`config.mk`:
```
export PLATFORM = sky130hd
export DESIGN_NAME = hazard_scoreboard_flat
export DESIGN_NICKNAME = d
export VERILOG_FILES = /design/src/rtl/hazard_scoreboard_if.sv /design/src/rtl/hazard_scoreboard.sv /design/src/flat_wrapper.sv
export SDC_FILE = /design/constraint.sdc
export NUM_CORES = 1
export LEC_CHECK = 0
export ABC_AREA = 1
export BUFFER_PORTS_ARGS = -buffer_cell sky130_fd_sc_hd__buf_4
export CAP_MARGIN = 20
export CORE_ASPECT_RATIO = 1.25
export CORE_MARGIN = 2
export CORE_UTILIZATION = 40
export CTS_CLUSTER_SIZE = 12
export DETAILED_ROUTE_END_ITERATION = 8
export GPL_TIMING_DRIVEN = 0
export PLACE_DENSITY_LB_ADDON = 0.15
export SLEW_MARGIN = 0
export SYNTH_ARGS = -nofsm -noshare
export SYNTH_HDL_FRONTEND = slang
export SYNTH_SLANG_ARGS = --single-unit
```
`constraint.sdc`:
```
create_clock -name clk -period 4 [get_ports clk]
set_input_delay 0.2 -clock clk [delete_from_list [all_inputs] [get_ports clk]]
set_output_delay 0.2 -clock clk [all_outputs]
set_load 0.02 [all_outputs]
```
`src/rtl/hazard_scoreboard_if.sv`:
```
// rtl/hazard_scoreboard_if.sv - decode-stage hazard unit bus; perf ports exist only with HAZARD_PERF_CNT_EN
interface hazard_scoreboard_if #(
  parameter int REG_W = 3,
  parameter int CNT_W = 16
);
  logic [REG_W-1:0] ifid_rs1;
  logic [REG_W-1:0] ifid_rs2;
  logic             ifid_use1;
  logic             ifid_use2;
  logic             idex_valid;
  logic             idex_mem_read;
  logic [REG_W-1:0] idex_rd;
  logic             mem_busy;
  logic             flush;
  logic             stall;
  logic             pc_write_en;
  logic             ifid_write_en;
  logic [1:0]       stall_cause;
`ifdef HAZARD_PERF_CNT_EN
  logic             perf_clr;
  logic [CNT_W-1:0] ldu_stall_cnt;
  logic [CNT_W-1:0] memb_stall_cnt;

  modport master (
    output ifid_rs1, ifid_rs2, ifid_use1, ifid_use2, idex_valid, idex_mem_read, idex_rd,
           mem_busy, flush, perf_clr,
    input  stall, pc_write_en, ifid_write_en, stall_cause, ldu_stall_cnt, memb_stall_cnt
  );
  modport slave (
    input  ifid_rs1, ifid_rs2, ifid_use1, ifid_use2, idex_valid, idex_mem_read, idex_rd,
           mem_busy, flush, perf_clr,
    output stall, pc_write_en, ifid_write_en, stall_cause, ldu_stall_cnt, memb_stall_cnt
  );
`else
  modport master (
    output ifid_rs1, ifid_rs2, ifid_use1, ifid_use2, idex_valid, idex_mem_read, idex_rd,
           mem_busy, flush,
    input  stall, pc_write_en, ifid_write_en, stall_cause
  );
  modport slave (
    input  ifid_rs1, ifid_rs2, ifid_use1, ifid_use2, idex_valid, idex_mem_read, idex_rd,
           mem_busy, flush,
    output stall, pc_write_en, ifid_write_en, stall_cause
  );
`endif
endinterface

```
`src/rtl/hazard_scoreboard.sv`:
```
// rtl/hazard_scoreboard.sv - multi-cycle load-use hazard scoreboard with memory-busy freeze
// Optional stall performance counters are built when HAZARD_PERF_CNT_EN is defined.
module hazard_scoreboard #(
  parameter int NUM_REGS = 8,
  parameter int REG_W    = 3,
  parameter int LOAD_LAT = 1,
  parameter int CNT_W    = 16
) (
  input logic clk,
  input logic rst,
  hazard_scoreboard_if.slave bus
);
  localparam logic [1:0] RUN   = 2'd0;
  localparam logic [1:0] LDUSE = 2'd1;
  localparam logic [1:0] MEMB  = 2'd2;
  localparam logic [2:0] LOAD_INIT = 3'(LOAD_LAT - 1);

  logic [2:0] pend [NUM_REGS];
  logic [1:0] state;
  logic [1:0] stateNext;
  logic       exLoad;
  logic       useHit;
  logic       ldStall;

  // Indices at or above NUM_REGS fall out of the loop and never hit a counter.
  function automatic logic pendHit(input logic [REG_W-1:0] r);
    pendHit = 1'b0;
    for (int i = 0; i < NUM_REGS; i++)
      if (r == REG_W'(i) && pend[i] != 3'd0) pendHit = 1'b1;
  endfunction

  assign exLoad = bus.idex_valid & bus.idex_mem_read;
  assign useHit = (bus.ifid_use1 & ((exLoad & (bus.idex_rd == bus.ifid_rs1)) | pendHit(bus.ifid_rs1)))
                | (bus.ifid_use2 & ((exLoad & (bus.idex_rd == bus.ifid_rs2)) | pendHit(bus.ifid_rs2)));
  assign ldStall = useHit & ~bus.flush;

  // Reset overrides the combinational hit so a load still sitting in ID/EX cannot stall.
  assign bus.stall         = rst & ~bus.mem_busy & ldStall;
  assign bus.pc_write_en   = ~rst | (~bus.mem_busy & ~ldStall);
  assign bus.ifid_write_en = ~rst | (~bus.mem_busy & ~ldStall);
  assign bus.stall_cause   = state;

  always_ff @(posedge clk or negedge rst) begin
    if (!rst) begin
      for (int i = 0; i < NUM_REGS; i++) pend[i] <= 3'd0;
    end else if (!bus.mem_busy) begin
      for (int i = 0; i < NUM_REGS; i++) begin
        if (exLoad && !bus.flush && bus.idex_rd == REG_W'(i))
          pend[i] <= LOAD_INIT;
        else if (pend[i] != 3'd0)
          pend[i] <= pend[i] - 3'd1;
      end
    end
  end

  always_comb begin
    stateNext = state;
    if (bus.mem_busy) begin
      stateNext = MEMB;
    end else begin
      case (state)
        RUN:     if (ldStall) stateNext = LDUSE;
        LDUSE:   if (!useHit) stateNext = RUN;
        MEMB:    stateNext = ldStall ? LDUSE : RUN;
        default: stateNext = RUN;
      endcase
    end
  end

  always_ff @(posedge clk or negedge rst) begin
    if (!rst) state <= RUN;
    else      state <= stateNext;
  end

`ifdef HAZARD_PERF_CNT_EN
  logic [CNT_W-1:0] lduCnt;
  logic [CNT_W-1:0] membCnt;

  // Counters saturate rather than wrap; a clear beats a same-cycle increment.
  always_ff @(posedge clk or negedge rst) begin
    if (!rst) begin
      lduCnt  <= '0;
      membCnt <= '0;
    end else if (bus.perf_clr) begin
      lduCnt  <= '0;
      membCnt <= '0;
    end else begin
      if (state == LDUSE && !(&lduCnt))  lduCnt  <= lduCnt + CNT_W'(1);
      if (state == MEMB  && !(&membCnt)) membCnt <= membCnt + CNT_W'(1);
    end
  end

  assign bus.ldu_stall_cnt  = lduCnt;
  assign bus.memb_stall_cnt = membCnt;
`else
  if (CNT_W > 0) begin : gNoPerfCnt
  end
`endif
endmodule

```
`src/flat_wrapper.sv`:
```
// flat-port wrapper written by rule: the top's interface ports become plain ports
module hazard_scoreboard_flat 
#(
  parameter int NUM_REGS = 8,
  parameter int REG_W    = 3,
  parameter int LOAD_LAT = 1,
  parameter int CNT_W    = 16
)
  (clk, rst, bus_ifid_rs1, bus_ifid_rs2, bus_ifid_use1, bus_ifid_use2, bus_idex_valid, bus_idex_mem_read, bus_idex_rd, bus_mem_busy, bus_flush, bus_stall, bus_pc_write_en, bus_ifid_write_en, bus_stall_cause);
  hazard_scoreboard_if #(.REG_W(REG_W), .CNT_W(CNT_W)) bus_i ();
  input logic clk;
  input logic rst;
  input wire logic [$bits(bus_i.ifid_rs1)-1:0] bus_ifid_rs1;
  input wire logic [$bits(bus_i.ifid_rs2)-1:0] bus_ifid_rs2;
  input wire logic [$bits(bus_i.ifid_use1)-1:0] bus_ifid_use1;
  input wire logic [$bits(bus_i.ifid_use2)-1:0] bus_ifid_use2;
  input wire logic [$bits(bus_i.idex_valid)-1:0] bus_idex_valid;
  input wire logic [$bits(bus_i.idex_mem_read)-1:0] bus_idex_mem_read;
  input wire logic [$bits(bus_i.idex_rd)-1:0] bus_idex_rd;
  input wire logic [$bits(bus_i.mem_busy)-1:0] bus_mem_busy;
  input wire logic [$bits(bus_i.flush)-1:0] bus_flush;
  output wire logic [$bits(bus_i.stall)-1:0] bus_stall;
  output wire logic [$bits(bus_i.pc_write_en)-1:0] bus_pc_write_en;
  output wire logic [$bits(bus_i.ifid_write_en)-1:0] bus_ifid_write_en;
  output wire logic [$bits(bus_i.stall_cause)-1:0] bus_stall_cause;
  assign bus_i.ifid_rs1 = bus_ifid_rs1;
  assign bus_i.ifid_rs2 = bus_ifid_rs2;
  assign bus_i.ifid_use1 = bus_ifid_use1;
  assign bus_i.ifid_use2 = bus_ifid_use2;
  assign bus_i.idex_valid = bus_idex_valid;
  assign bus_i.idex_mem_read = bus_idex_mem_read;
  assign bus_i.idex_rd = bus_idex_rd;
  assign bus_i.mem_busy = bus_mem_busy;
  assign bus_i.flush = bus_flush;
  assign bus_stall = bus_i.stall;
  assign bus_pc_write_en = bus_i.pc_write_en;
  assign bus_ifid_write_en = bus_i.ifid_write_en;
  assign bus_stall_cause = bus_i.stall_cause;
  hazard_scoreboard #(.NUM_REGS(NUM_REGS), .REG_W(REG_W), .LOAD_LAT(LOAD_LAT), .CNT_W(CNT_W)) u_core (.clk(clk), .rst(rst), .bus(bus_i));
endmodule
```
==> flow_summary_export.csv <==
group,metric,value,unit
status,status,"completed",
critical_path,start_kind,"register",
placed_design,gp_congestion,0.8771,
flow_run,max_cap_violations,0,
floorplan,die_w,65.27,µm
clock_tree,cts_tree,"done",
timing,slew_headroom,75.34,%
detailed_routing,drt_pass1_iterations,4,
synth,post_synth_num_cell_types,29,
timing,grt_setup_unrepaired,"no",
critical_path,rrSetupSlack,2.38,ns
critical_path,worst-path-stages,16,
synth,yosys_register_bits,26,
placed_design,dp_slack,1.980,ns
finish,fill_cells,475,
grt,grt_max_degree,29,
critical_path,path_buf_inv,4,
timing,worst_pin_slew,0.3700,ns
clock_tree,htree_levels,1,
floorplan,rows,27,
clock_tree,cts_inserted_buffers,3,
power_and_ir_drop,peakVddDrop,0.1938,mV
floorplan,initial_core_util,42.09,%
clock_tree,cts.sinks,26,
detailed_routing,drtIter0Drc,49,
clock_tree,post_cts_buffers,0,
power_and_ir_drop,cellLeakagePower,1.113,nW
placed_design,hpwl,3.047,mm
min_path,hold_path.class,"in2reg",
critical_path,path_cells,"inv_1 > ha_1 > inv_1 > nor2_1 > nand2_1 > nand3_1 > nand3_1 > nand2_1 > nand2_1 > nand2_1 > nand2_1 > nand2_1 > nand2_1 > nand2_1 > buf_4 > buf_4",
critical_path,arrival,2.13,ns
timing,min_period,2.334,ns
detailed_routing,drc,0,
timing,layout_setup_ws,1.666,ns
timing,hold_violations,0,
timing,fin_crit_sh,58.35,%
power_and_ir_drop,p_sw,0.0005005,W
finish,area_growth,14.60,%
critical_path,path_class,"reg2out",
synth,syn_avg_cell_area,7.418,µm²
critical_path,crit_end,"bus_pc_write_en",
finish,final_common_cell,"inv_1",
critical_path,cp-end-kind,"output pin",
timing,clock_skew,0.001576,ns
power_and_ir_drop,internal-power,0.0007108,W
synth,netlist_area,0.001877,mm²
power_and_ir_drop,p_clk_share,12.4,%
finish,layout_common_cells,"57 x inv_1, 39 x nand2_1, 34 x nand3_1",
critical_path,required,3.80,ns
finish,multi_input_area,983.4,µm²
floorplan,ioPinCount,22,
floorplan,dieArea,0.005259,mm²
grt,grt_overflow_total,0,
power_and_ir_drop,combPwrFrac,51.6,%
floorplan,die_h,80.59,µm
power_and_ir_drop,swShare,41.32,%
timing,setup_viol,0,
placed_design,numPortBuffers,20,
clock_tree,cts_root_buf,"clkbuf_8",
synth,synth_area_leaders,"dfrtp_1 35%, inv_1 11%, ha_1 11%",
grt,grt_usage,16.40,%
grt,antenna_found_initial,0,
clock_tree,path_clk_slew,0.09,ns
synth,synth_top_area_share,34.67,%
detailed_routing,vias_per_cell,4.758,
synth,synth_top_cell_by_area,"dfrtp_1",
power_and_ir_drop,power.density,563.2,mW/mm²
timing,slew_violations,0,
detailed_routing,ant_nets,0,
timing,fmax,428.4,MHz
critical_path,cp_max_fo,3,
critical_path,critPathTopFamily,"simple AND/OR/NAND/NOR gates",
critical_path,r2r_start,"u_core.pend[6]",
finish,final_nets,312,
finish,final_util,48.23,%
power_and_ir_drop,seqPwrFrac,36.0,%
synth,synth_nets,286,
synth,seq_area_frac_synth,34.67,%
critical_path,rr_worst_depth,12,
clock_tree,cts.hold.buffers_added,1,
detailed_routing,vias,1594,
clock_tree,clkLatencyLatePin,0.27,ns
critical_path,slowest_stage,"dfrtp_1",
critical_path,cp_common_cell,"nand2_1",
clock_tree,ctsLongestPathBuffers,2,
timing,fin_tns_setup,0,ns
finish,drive_above_1_share,13.00,%
critical_path,cp-startpoint,"u_core.pend[6]",
detailed_routing,routed_wl,3.854,mm
synth,syn_inst,253,
floorplan,fp.coreArea,0.004459,mm²
timing,hold-worst-slack,0.1695,ns
finish,seqCellArea,650.6,µm²
critical_path,slowest_delay,0.41,ns
critical_path,r2r-end,"u_core.bus.stall_cause[0]",
finish,diodes,0,
clock_tree,ctsResizeCount,0,
detailed_routing,wl_per_cell,11.50,µm
grt,grt_pass1_vias,1517,
grt,grt_first_pass_wirelength,6.686,mm
synth,synth_warnings,0,
==> sequential cells by signal, summed over array words and instances (netlist names) <==
name and flops:
u_core.bus.stall_cause 2, u_core.pend 24
==> cell families (layout without fill, tap and decap cells) <==
family	after synthesis	in the layout	share of synthesized area, %
and+or+nand+nor	102	102	24.73
DFF	26	26	34.67
adders and majority gates	16	16	10.67
xor gates and xnor gates	12	12	5.600
AOI/OAI and AO/OA	35	35	11.40
buffers and inverters	62	86	12.93
==> cell type report <==
type | instances | share of cell area [%]
plain buffers | 5 | 1.338
clock buffers | 3 | 1.920
inverters | 57 | 9.948
multi-input cells | 165 | 45.72
flip-flops and latches | 26 | 30.25
well taps | 58 | 3.374
repair buffers | 21 | 7.446
==> per-layer routing <==
metal / track usage [%] / vias to the layer above / routed length, µm
li1: - / 840 / -
met4: 5.208 / 0 / 82
met5: 0 / - / 0
met1: 20.59 / 714 / 1786
met3: 2.941 / 9 / 165
met2: 28.27 / 31 / 1819
==> per-stage QoR <==
| stage | cells | cell area (µm²) | power, W |
|---|---|---|---|
| floorplan | 253 | 1877 | 0.0009301 |
| global placement | 331 | 2100 | 0.001054 |
| detailed placement | 331 | 2100 | 0.001073 |
| CTS | 335 | 2151 | 0.001227 |
| global route | 335 | 2151 | 0.001356 |
| finish | 335 | 2151 | 0.001211 |
==> how the worst min path moves through the flow <==
stage / cells past startpoint / from / to / slack (ns)
after floorplan: 0 / rst / u_core.bus.stall_cause[0] / -0.1
after global placement: 1 / rst / u_core.pend[12] / 0.15
after detailed placement: 1 / rst / u_core.pend[0] / 0.15
after CTS: 2 / bus_mem_busy / u_core.bus.stall_cause[1] / 0.17
after global routing: 2 / bus_mem_busy / u_core.bus.stall_cause[1] / 0.19
final: 2 / bus_mem_busy / u_core.bus.stall_cause[1] / 0.17
==> synthesized netlist by cell type (all sizes together) <==
master,number
inv,57
nand2,40
nand3,34
dfrtp,26
nor2,22
ha,16
o21ai,15
a21oi,13
xor2,7
xnor2,5
buf,3
o31ai,3
clkbuf,2
nand3b,2
nor3,2
o22ai,2
nand4,1
nor3b,1
o21a,1
o32ai,1
==> power by group through the flow <==
| stage | clock network (W) | logic, W | registers [W] |
|---|---|---|---|
| floorplan | 0 | 0.000495 | 0.000435 |
| global placement | 0 | 0.000614 | 0.000440 |
| detailed placement | 0 | 0.000629 | 0.000443 |
| CTS | 0.000157 | 0.000633 | 0.000437 |
| global route | 0.000169 | 0.000733 | 0.000454 |
| finish | 0.000150 | 0.000625 | 0.000437 |
No activity file was read; power rests on OpenSTA's default activity.
